==> config.mk <==
export PLATFORM = sky130hd
export DESIGN_NAME = capture_sequencer_flat
export DESIGN_NICKNAME = d
export VERILOG_FILES = /design/src/rtl/capture_sequencer_pkg.sv /design/src/rtl/capture_sequencer_if.sv /design/src/rtl/capture_sequencer_sample_counter.sv /design/src/rtl/capture_sequencer.sv /design/src/flat_wrapper.sv
export SDC_FILE = /design/constraint.sdc
export NUM_CORES = 1
export LEC_CHECK = 0
export CAP_MARGIN = 20
export CORE_MARGIN = 2
export CORE_UTILIZATION = 59
export DETAILED_ROUTE_END_ITERATION = 6
export GPL_TIMING_DRIVEN = 0
export HOLD_SLACK_MARGIN = 0.12
export PLACE_DENSITY = 0.8
export SLEW_MARGIN = 20
export SYNTH_ARGS = -nofsm -noshare
export SYNTH_HDL_FRONTEND = slang
export SYNTH_SLANG_ARGS = --single-unit
==> constraint.sdc <==
create_clock -name clk -period 3.56 [get_ports clk]
set_input_delay 0.712 -clock clk [delete_from_list [all_inputs] [get_ports clk]]
set_output_delay 0.712 -clock clk [all_outputs]
set_load 0.005 [all_outputs]
==> src/rtl/capture_sequencer_pkg.sv <==
// Shared definitions for the capture sequencer: state encoding,
// register addresses and control-register bit positions.
package capture_sequencer_pkg;

  typedef enum logic [2:0] {
    ST_IDLE  = 3'd0,
    ST_PRE   = 3'd1,
    ST_ARMED = 3'd2,
    ST_POST  = 3'd3,
    ST_DONE  = 3'd4
  } state_e;

  // Register map, decoded from wb_adr_i[3:0]
  localparam logic [3:0] ADDR_CTRL    = 4'h0;
  localparam logic [3:0] ADDR_MASK    = 4'h1;
  localparam logic [3:0] ADDR_PRE_LO  = 4'h2;
  localparam logic [3:0] ADDR_PRE_HI  = 4'h3;
  localparam logic [3:0] ADDR_POST_LO = 4'h4;
  localparam logic [3:0] ADDR_POST_HI = 4'h5;
  localparam logic [3:0] ADDR_POS_LO  = 4'h6;
  localparam logic [3:0] ADDR_POS_HI  = 4'h7;
  localparam logic [3:0] ADDR_SRC     = 4'h8;

  // Control register write bits
  localparam int CTRL_START_BIT = 0;
  localparam int CTRL_ABORT_BIT = 1;

  // A run is in progress while counting pre samples, armed, or counting post samples
  function automatic logic is_busy(input state_e s);
    return (s == ST_PRE) || (s == ST_ARMED) || (s == ST_POST);
  endfunction

endpackage

==> src/rtl/capture_sequencer_if.sv <==
// 8-bit wishbone register bus shared with the trigger units.
// Signal names are from the register-slave point of view.
interface capture_sequencer_if;
  logic        wb_stb_i;
  logic        wb_cyc_i;
  logic        wb_we_i;
  logic [15:0] wb_adr_i;
  logic [7:0]  wb_dat_i;
  logic [7:0]  wb_dat_o;
  logic        wb_ack_o;

  modport master (
    output wb_stb_i, wb_cyc_i, wb_we_i, wb_adr_i, wb_dat_i,
    input  wb_dat_o, wb_ack_o
  );

  modport slave (
    input  wb_stb_i, wb_cyc_i, wb_we_i, wb_adr_i, wb_dat_i,
    output wb_dat_o, wb_ack_o
  );
endinterface

==> src/rtl/capture_sequencer_sample_counter.sv <==
// Wrapping sample counter with synchronous clear, count enable and a
// terminal-match flag that fires on the increment reaching target_i.
module capture_sequencer_sample_counter #(
  parameter int CNT_W = 16
) (
  input  logic             clk,
  input  logic             rst_n,
  input  logic             clr_i,
  input  logic             en_i,
  input  logic [CNT_W-1:0] target_i,
  output logic [CNT_W-1:0] count_o,
  output logic             hit_o
);

  logic [CNT_W-1:0] count_q;
  logic [CNT_W-1:0] count_d;

  assign count_d = count_q + {{(CNT_W-1){1'b0}}, 1'b1};
  assign count_o = count_q;
  // Match is on the value after this cycle's increment
  assign hit_o   = en_i && (count_d == target_i);

  // Counter register: clear wins over enable
  always_ff @(posedge clk or negedge rst_n) begin
    if (!rst_n) begin
      count_q <= '0;
    end else if (clr_i) begin
      count_q <= '0;
    end else if (en_i) begin
      count_q <= count_d;
    end
  end

endmodule

==> src/rtl/capture_sequencer.sv <==
// Capture sequencer: pre-trigger count, armed wait for a masked trigger,
// post-trigger count, then done. Configured over the 8-bit wishbone bus.
module capture_sequencer
  import capture_sequencer_pkg::*;
#(
  parameter int NUM_TRIG = 4,
  parameter int CNT_W    = 16
) (
  input  logic                clk,
  input  logic                rst_n,
  input  logic                sample_valid,
  input  logic [NUM_TRIG-1:0] trig_in,
  output logic                sq_active,
  output logic                cap_we,
  output logic                done,
  capture_sequencer_if.slave  bus
);

  state_e              state_q, state_d;
  logic                sq_active_q, done_q;
  logic [NUM_TRIG-1:0] trig_mask_q, trig_src_q;
  logic [CNT_W-1:0]    pretrig_q, posttrig_q, trig_pos_q;

  logic [3:0]          adr;
  logic                wr_en, ctrl_wr, start_req, abort_req, start_ok, busy;
  logic [NUM_TRIG-1:0] trig_qual;
  logic                pre_en, post_en, pre_hit, post_hit;
  logic [CNT_W-1:0]    total_cnt;
  logic [CNT_W-1:0]    pre_cnt_unused, post_cnt_unused;
  logic                total_hit_unused;
  logic [11:0]         adr_hi_unused;
  logic [7:0]          rdata;

  assign adr           = bus.wb_adr_i[3:0];
  assign adr_hi_unused = bus.wb_adr_i[15:4];
  assign wr_en         = bus.wb_cyc_i && bus.wb_stb_i && bus.wb_we_i;
  assign ctrl_wr       = wr_en && (adr == ADDR_CTRL);
  assign abort_req     = ctrl_wr && bus.wb_dat_i[CTRL_ABORT_BIT];
  assign start_req     = ctrl_wr && bus.wb_dat_i[CTRL_START_BIT];
  assign busy          = is_busy(state_q);
  // Abort beats start; start is only honoured from IDLE or DONE
  assign start_ok      = start_req && !abort_req && !busy;

  assign cap_we    = sample_valid && busy;
  assign trig_qual = (state_q == ST_ARMED) ? (trig_in & trig_mask_q) : '0;
  assign pre_en    = (state_q == ST_PRE) && sample_valid;
  assign post_en   = (state_q == ST_POST) && sample_valid;

  assign sq_active    = sq_active_q;
  assign done         = done_q;
  assign bus.wb_ack_o = 1'b1;
  assign bus.wb_dat_o = rdata;

  capture_sequencer_sample_counter #(.CNT_W(CNT_W)) u_pre_cnt (
    .clk(clk), .rst_n(rst_n), .clr_i(start_ok), .en_i(pre_en),
    .target_i(pretrig_q), .count_o(pre_cnt_unused), .hit_o(pre_hit)
  );

  capture_sequencer_sample_counter #(.CNT_W(CNT_W)) u_post_cnt (
    .clk(clk), .rst_n(rst_n), .clr_i(start_ok), .en_i(post_en),
    .target_i(posttrig_q), .count_o(post_cnt_unused), .hit_o(post_hit)
  );

  // Total count of written samples; its match output is not needed
  capture_sequencer_sample_counter #(.CNT_W(CNT_W)) u_total_cnt (
    .clk(clk), .rst_n(rst_n), .clr_i(start_ok), .en_i(cap_we),
    .target_i('0), .count_o(total_cnt), .hit_o(total_hit_unused)
  );

  // Next-state decode
  always_comb begin
    state_d = state_q;
    if (abort_req) begin
      state_d = ST_IDLE;
    end else begin
      case (state_q)
        ST_IDLE, ST_DONE: if (start_req) state_d = (pretrig_q == '0) ? ST_ARMED : ST_PRE;
        ST_PRE:           if (pre_hit) state_d = ST_ARMED;
        ST_ARMED:         if (|trig_qual) state_d = (posttrig_q == '0) ? ST_DONE : ST_POST;
        ST_POST:          if (post_hit) state_d = ST_DONE;
        default:          state_d = ST_IDLE;
      endcase
    end
  end

  // State, registered status outputs and trigger capture
  always_ff @(posedge clk or negedge rst_n) begin
    if (!rst_n) begin
      state_q     <= ST_IDLE;
      sq_active_q <= 1'b0;
      done_q      <= 1'b0;
      trig_pos_q  <= '0;
      trig_src_q  <= '0;
    end else begin
      state_q     <= state_d;
      sq_active_q <= (state_d == ST_ARMED);
      done_q      <= (state_d == ST_DONE);
      if (start_ok) begin
        trig_pos_q <= '0;
        trig_src_q <= '0;
      end else if (!abort_req && (|trig_qual)) begin
        trig_src_q <= trig_qual;
        trig_pos_q <= total_cnt;  // count before this cycle's increment
      end
    end
  end

  // Configuration registers, locked while a run is in progress
  always_ff @(posedge clk or negedge rst_n) begin
    if (!rst_n) begin
      trig_mask_q <= '0;
      pretrig_q   <= '0;
      posttrig_q  <= '0;
    end else if (wr_en && !busy) begin
      case (adr)
        ADDR_MASK:    trig_mask_q      <= bus.wb_dat_i[NUM_TRIG-1:0];
        ADDR_PRE_LO:  pretrig_q[7:0]   <= bus.wb_dat_i;
        ADDR_PRE_HI:  pretrig_q[15:8]  <= bus.wb_dat_i;
        ADDR_POST_LO: posttrig_q[7:0]  <= bus.wb_dat_i;
        ADDR_POST_HI: posttrig_q[15:8] <= bus.wb_dat_i;
        default: ;
      endcase
    end
  end

  // Register read mux
  always_comb begin
    rdata = '0;
    case (adr)
      ADDR_CTRL:    rdata = {3'b000, state_q, done_q, busy};
      ADDR_MASK:    rdata[NUM_TRIG-1:0] = trig_mask_q;
      ADDR_PRE_LO:  rdata = pretrig_q[7:0];
      ADDR_PRE_HI:  rdata = pretrig_q[15:8];
      ADDR_POST_LO: rdata = posttrig_q[7:0];
      ADDR_POST_HI: rdata = posttrig_q[15:8];
      ADDR_POS_LO:  rdata = trig_pos_q[7:0];
      ADDR_POS_HI:  rdata = trig_pos_q[15:8];
      ADDR_SRC:     rdata[NUM_TRIG-1:0] = trig_src_q;
      default:      rdata = '0;
    endcase
  end

endmodule

==> src/flat_wrapper.sv <==
// flat-port wrapper written by rule: the top's interface ports become plain ports
module capture_sequencer_flat import capture_sequencer_pkg::*;
#(
  parameter int NUM_TRIG = 4,
  parameter int CNT_W    = 16
)
  (clk, rst_n, sample_valid, trig_in, sq_active, cap_we, done, bus_wb_stb_i, bus_wb_cyc_i, bus_wb_we_i, bus_wb_adr_i, bus_wb_dat_i, bus_wb_dat_o, bus_wb_ack_o);
  capture_sequencer_if bus_i ();
  input  logic clk;
  input  logic rst_n;
  input  logic sample_valid;
  input  logic [NUM_TRIG-1:0] trig_in;
  output logic sq_active;
  output logic cap_we;
  output logic done;
  input wire logic [$bits(bus_i.wb_stb_i)-1:0] bus_wb_stb_i;
  input wire logic [$bits(bus_i.wb_cyc_i)-1:0] bus_wb_cyc_i;
  input wire logic [$bits(bus_i.wb_we_i)-1:0] bus_wb_we_i;
  input wire logic [$bits(bus_i.wb_adr_i)-1:0] bus_wb_adr_i;
  input wire logic [$bits(bus_i.wb_dat_i)-1:0] bus_wb_dat_i;
  output wire logic [$bits(bus_i.wb_dat_o)-1:0] bus_wb_dat_o;
  output wire logic [$bits(bus_i.wb_ack_o)-1:0] bus_wb_ack_o;
  assign bus_i.wb_stb_i = bus_wb_stb_i;
  assign bus_i.wb_cyc_i = bus_wb_cyc_i;
  assign bus_i.wb_we_i = bus_wb_we_i;
  assign bus_i.wb_adr_i = bus_wb_adr_i;
  assign bus_i.wb_dat_i = bus_wb_dat_i;
  assign bus_wb_dat_o = bus_i.wb_dat_o;
  assign bus_wb_ack_o = bus_i.wb_ack_o;
  capture_sequencer #(.NUM_TRIG(NUM_TRIG), .CNT_W(CNT_W)) u_core (.clk(clk), .rst_n(rst_n), .sample_valid(sample_valid), .trig_in(trig_in), .sq_active(sq_active), .cap_we(cap_we), .done(done), .bus(bus_i));
endmodule
==> results of run 1 <==
kinds of logic (layout without fill, tap and decap cells):
kind of cell / count (synthesis) / in the layout / synth area share
multiplexers: 55 / 55 / 0.102
other: 1 / 1 / 0.000591
buffers and inverters: 48 / 94 / 0.0323
AO/OA/AOI/OAI: 105 / 105 / 0.117
adder cells (fa/ha/maj): 3 / 3 / 0.00592
AND/OR/NAND/NOR: 252 / 252 / 0.207
flip-flops: 109 / 109 / 0.430
XOR/XNOR: 74 / 74 / 0.104
flip-flops by register name, indices dropped and copies added, names as in the netlist:
name	count
u_core.done	1
u_core.posttrig_q	16
u_core.pretrig_q	16
u_core.state_q	3
u_core.trig_mask_q	4
u_core.trig_pos_q	16
u_core.sq_active	1
u_core.u_total_cnt.count_o	16
u_core.u_post_cnt.count_o	16
u_core.u_pre_cnt.count_o	16
u_core.trig_src_q	4
worst register-to-register path: cells and delay by family, from the launching register on:
kind / cells / cell delay [ps]
AND/OR/NAND/NOR: 4 / 1300
AO/OA/AOI/OAI: 3 / 890
flip-flops: 1 / 500
adder cells (fa/ha/maj): 1 / 320
timing repair:
item | CTS | global route
resized for setup | 11 | 3
setup endpoints to repair | 18 | 11
buffers inserted | 0 | 0
gates cloned | 0 | 0
hold buffers | 0 | 0
pin swaps | 0 | 0
worst max path at each step:
| stage | to | startpoint | cells past startpoint |
|---|---|---|---|
| floorplan | u_core.trig_pos_q[10] | bus_wb_adr_i[1] | 8 |
| global placement | u_core.u_post_cnt.count_o[14] | rst_n | 1 |
| detailed placement | bus_wb_dat_o[1] | bus_wb_adr_i[0] | 8 |
| CTS | u_core.u_total_cnt.count_o[7] | bus_wb_adr_i[0] | 8 |
| global route | bus_wb_dat_o[1] | bus_wb_adr_i[0] | 8 |
| finish | bus_wb_dat_o[2] | bus_wb_adr_i[2] | 9 |
cell type report:
| type | count | area, um2 |
|---|---|---|
| buffer | 40 | 199 |
| clock buffer | 10 | 138 |
| clock inverter | 5 | 66.3 |
| fill | 860 | 3290 |
| inverter | 8 | 30.0 |
| multi-input combinational | 490 | 3420 |
| sequential | 109 | 2730 |
| tap | 136 | 170 |
| timing repair buffer | 31 | 327 |
metrics by stage:
step	setup WS [ps]	area, um2	hold WS (ps)	power, mW
2_1_floorplan	858	6340	416	1.94
4_1_cts	157	7070	269	3.00
5_1_grt	38.3	7080	296	3.14
3_5_place_dp	-591	6840	493	2.20
6_report	120	7080	265	3.01
3_3_place_gp	-2250	6810	487	2.17
layer usage:
layer,GRT usage,up-vias,part of all wire
li1,-,2431,-
met1,0.442,2668,0.44
met2,0.477,259,0.46
met3,0.0866,30,0.085
met4,0.102,0,0.022
met5,0,-,0
placed cells by master, fill, tap and decap left out, types with 3 or more instances in the layout:
master	instances
nand3_1	27
a31oi_1	8
clkdlybuf4s50_1	27
nor2b_1	7
and4_1	8
mux2_1	11
or4_1	4
inv_1	7
mux2i_1	12
a2111o_1	3
ha_1	3
a311oi_1	3
o21ai_1	8
clkbuf_1	21
o21ai_0	11
and2_1	9
nand2_1	42
nor2_1	78
a22o_1	18
or3_1	3
nand4b_1	3
dfrtp_1	109
nand4_1	20
mux4_2	4
a22oi_1	4
nor4_1	9
clkbuf_2	3
and3_1	8
buf_4	3
clkbuf_8	12
a21oi_1	22
nor3_1	11
a221o_1	3
xnor2_1	39
buf_2	11
mux2_2	28
xor2_1	34
report_power, final:
group / total (mW) / switching, mW / internal (mW)
Combinational: 0.618 / 0.304 / 0.314
Sequential: 1.59 / 0.219 / 1.37
Clock: 0.794 / 0.443 / 0.351
Total: 3.01 / 0.966 / 2.04
==> impl_metrics.yaml, run 1 <==
status:
  status: "finished, final reports clean"
setup_path:
  r2r-end: "u_core.state_q[1]"
  r2r-start: "u_core.u_post_cnt.count_o[0]"
  critical_path_arrival_ps: 2730
  cp_slowest_stage_delay_ps: 470
  critPathTopFamily: "buffers and inverters"
  r2r_cells: 8
  worstSetupStartpointType: "input pin"
  critPathSlowestCell: "clkdlybuf4s50_1"
  critPathBufInv: 3
  crit_required_ps: 2850
  path_class: "input pin to output port"
  path_max_fanout: 10
  worst-r2r-setup-slack_ps: 460
  crit_path_frequent_cell: "a21oi_1"
  crit_chain: "dlygate4sd2_1, clkbuf_8, mux2i_1, nor2_1, a311oi_1, a21oi_1, a21oi_1, o21ai_1, clkdlybuf4s50_1"
  cp-end-kind: "output port"
drt:
  drcViolationCount: 0
  vias: 5388
  wl_per_cell_um: 20.7
  ant_nets: 0
  drt_iter0_drc: 498
  totalWireLength_um: 17200
  first_pass_iters: 5
  vias_per_cell: 6.50
placed_design:
  place_congestion: 0.973
  place_inst: 814
  portBuffers: 30
  dpl.hpwl_um: 12800
finish:
  final_nets: 726
  drive_gt1_frac: 0.121
  synthToLayoutAreaGrowth_pct: 11.5
  fin_cells: 829
  diodes: 0
  fin_util: 0.682
floorplan:
  io_pins: 46
  die_w_um: 108
  rows: 37
  start_util: 0.612
  die_area_um2: 11600
  die_y_um: 108
  core_um2: 10400
clocking:
  cts_tree: "built"
  clk_pin_slew_ps: 100
  cts_root_buf: "clkbuf_8"
  numCtsBuffers: 9
  clockBufferDepth: 2
  clock_sink_count: 109
  htree_levels: 3
  insertion_delay_ps: 400
timing:
  final-hold-violation-count: 0
  slew_violations: 0
  timing.fmax_ghz: 0.291
  layout_min_cycle_time_ps: 3440
  relSlewSlack: 0.591
  worst_slew_pin_slew_ps: 613
  fin_crit_sh: 0.966
  fin_setup_tns_ps: 0
  rsz0062_at_grt: "false"
  skew_ps: 14.4
  final-setup-viol-count: 0
synth:
  seq_area_frac_synth: 0.430
  synth_ff_type: "dfrtp_1"
  syn_avg_cell_area_um2: 9.80
  post-synth-top-count-cell: "dfrtp_1"
  async_flop_share: 1.00
  netlist_top_cells_count: "dfrtp_1 (109), nor2_1 (79), nand2_1 (42)"
  synth_edf_count: 0
  ys_types: 72
  yosysTopAreaCell: "dfrtp_1"
  netlist_area_um2: 6340
  ys_ff_latch: 109
  syn_inst: 647
  synthTopCellsByArea: "dfrtp_1 (43%), xnor2_1 (5.4%), mux2_2 (5.0%)"
  yosys_warnings: 0
  synth_top_cell_area_share: 0.430
  syn_nets: 684
power_and_ir_drop:
  vdd_drop_max_mv: 0.504
  power_density_nw_per_um2: 425
  p_leak_nw: 3.12
flow_run:
  drv_cap: 0
global_route:
  grt_pass1_vias: 5279
  grt_usage: 0.315
  grt_pass1_wl_um: 27700
  grt_max_degree: 56
  grt-ovfl-total: 0
  antenna_found_initial: 0
min_path:
  worstHoldPathType: "input pin to async pin"
No activity file was read; power rests on OpenSTA's default activity.
==> run 2: changes to the inputs <==
- GPL_ROUTABILITY_DRIVEN: unset -> 0
- TNS_END_PERCENT: unset -> 50
==> run 2 against run 1 <==
Compared with the run above: cell count is 0.12% higher; register-to-register slack better by 210 ps; first-iteration DRC count is 30% higher; hold slack worse by 4.1 ps; final area is 0.69% higher; sequential power hardly changed; critical path depth is 1 lower; clock power is 18% higher; largest cell class unchanged; highest routed layer unchanged.
==> impl_metrics.yaml, run 2 (synthesis results as in run 1) <==
floorplan:
  io_pins: 46
  die_y_um: 108
  core_um2: 10400
  rows: 37
  start_util: 0.612
  die_w_um: 108
  die_area_um2: 11600
clocking:
  post-cts-setup-buffers: 0
  cts_tree: "built"
  clock_sink_count: 109
  htree_levels: 3
  cts_hold_buf: 0
  clk_pin_slew_ps: 110
  cts_root_buf: "clkbuf_8"
  insertion_delay_ps: 380
  clockBufferDepth: 2
  numCtsBuffers: 9
finish:
  fin_util: 0.687
  synthToLayoutAreaGrowth_pct: 12.3
  fin_cells: 830
  final_common_cell: "dfrtp_1"
  final_nets: 726
  mostFrequentLayoutCells: "dfrtp_1 (109), nor2_1 (78), nand2_1 (42)"
  drive_gt1_frac: 0.121
  diodes: 0
setup_path:
  r2r_cells: 8
  r2r-end: "u_core.state_q[1]"
  critical_path.startpoint: "bus_wb_adr_i[0]"
  path_max_fanout: 10
  critPathSlowestCell: "clkdlybuf4s50_1"
  worstSetupStartpointType: "input pin"
  worst-r2r-setup-slack_ps: 670
  cp-end-kind: "output port"
  crit_chain: "dlygate4sd2_1, clkbuf_8, clkbuf_2, nand3_1, o211ai_1, o21ai_1, o22ai_1, clkdlybuf4s50_1"
  path_class: "input pin to output port"
  critical_path_arrival_ps: 2830
  r2r-start: "u_core.u_post_cnt.count_o[0]"
  crit_required_ps: 2850
  cp-endpoint: "bus_wb_dat_o[0]"
  cp_slowest_stage_delay_ps: 560
timing:
  rsz0062_at_grt: "true"
  skew_ps: 8.14
  fin_ws_ps: 16.4
  relSlewSlack: 0.590
  timing.fmax_ghz: 0.282
  fin_crit_sh: 0.995
  final-setup-viol-count: 0
  final-hold-violation-count: 0
  worst_slew_pin_slew_ps: 615
  layout_min_cycle_time_ps: 3540
  slew_violations: 0
  fin_setup_tns_ps: 0
drt:
  vias: 5399
  ant_nets: 0
  vias_per_cell: 6.50
  drt_iter0_drc: 646
  drcViolationCount: 0
  wl_per_cell_um: 19.9
  totalWireLength_um: 16500
  first_pass_iters: 5
placed_design:
  place_ws_ps: -636
  portBuffers: 30
  dpl.hpwl_um: 12100
  place_inst: 814
global_route:
  antenna_found_initial: 0
  grt_pass1_wl_um: 26700
  grt_pass1_vias: 5127
  grt_usage: 0.300
  grt_max_degree: 58
  grt-ovfl-total: 0
flow_run:
  drv_cap: 0
power_and_ir_drop:
  swShare: 0.307
  power_density_nw_per_um2: 439
  clockPowerShare: 0.298
  combPwrFrac: 0.196
  total_power_mw: 3.13
  power_switching_uw: 961
  p_seq_frac: 0.506
  p_int_mw: 2.17
  p_leak_nw: 3.15
  vdd_drop_max_mv: 0.254
min_path:
  worstHoldPathType: "input pin to async pin"
status:
  status: "finished, final reports clean"
[run 2: changes by cell type in the layout (fill, tap and decap cells not counted)]
cell / change
clkinvlp_4: -1
bufinv_16: +2
clkbuf_2: -1
clkbuf_8: -1
clkinv_4: +1
inv_6: -1
inv_8: +1
clkbuf_1: +1
[run 2: metrics by stage]
| stage | hold slack, ps | area, um2 |
|---|---|---|
| 2_1_floorplan | 416 | 6340 |
| 3_3_place_gp | 487 | 6810 |
| 3_5_place_dp | 487 | 6840 |
| 4_1_cts | 274 | 7120 |
| 5_1_grt | 291 | 7120 |
| 6_report | 261 | 7120 |
[run 2: worst max-delay path, delay by kind of cell]
kind                   cells  cell delay, ps
buffers and inverters      4            1480
AO/OA/AOI/OAI              3             490
AND/OR/NAND/NOR            1             140
[run 2: worst min path at each step]
stage	endpoint	slack, ps	cells after the start
final	u_core.u_pre_cnt.count_o[7]	260	1
after global routing	u_core.u_pre_cnt.count_o[7]	290	1
after floorplan	u_core.done	420	0
after global placement	u_core.trig_src_q[3]	490	1
after detailed placement	u_core.trig_src_q[0]	490	1
after CTS	u_core.u_pre_cnt.count_o[7]	270	1
[run 2: timing repair]
item	4_1_cts	5_1_grt
setup endpoints to repair	18	23
resized for setup	11	1
cloned	0	0
[run 2: power by group through the flow]
stage / clock [mW] / combinational (mW) / sequential [mW]
3_5_place_dp: 0 / 0.595 / 1.60
3_3_place_gp: 0 / 0.568 / 1.59
5_1_grt: 0.999 / 0.668 / 1.60
4_1_cts: 0.948 / 0.605 / 1.57
2_1_floorplan: 0 / 0.422 / 1.52
6_report: 0.933 / 0.613 / 1.58
[run 2: final cells by class]
type,count,area (um2)
multi-input combinational,490,3420
inverter,8,30.0
clock buffer,9,124
clock inverter,7,130
buffer,40,198
timing repair buffer,31,327
tap,136,170
fill,799,3250
sequential,109,2730
[run 2: per-layer routing]
layer	wire, um	part of all wire	GRT usage	vias to the layer above
li1	-	-	-	2425
met1	7060	0.43	0.426	2649
met2	7620	0.46	0.457	275
met3	1330	0.080	0.0430	50
met4	535	0.032	0.132	0
met5	0	0	0	-
==> run 3: changes to the inputs <==
- TNS_END_PERCENT: 50 -> 30
==> results of run 3 <==
The final DEF is identical to that of run 2; final timing and power are the same.
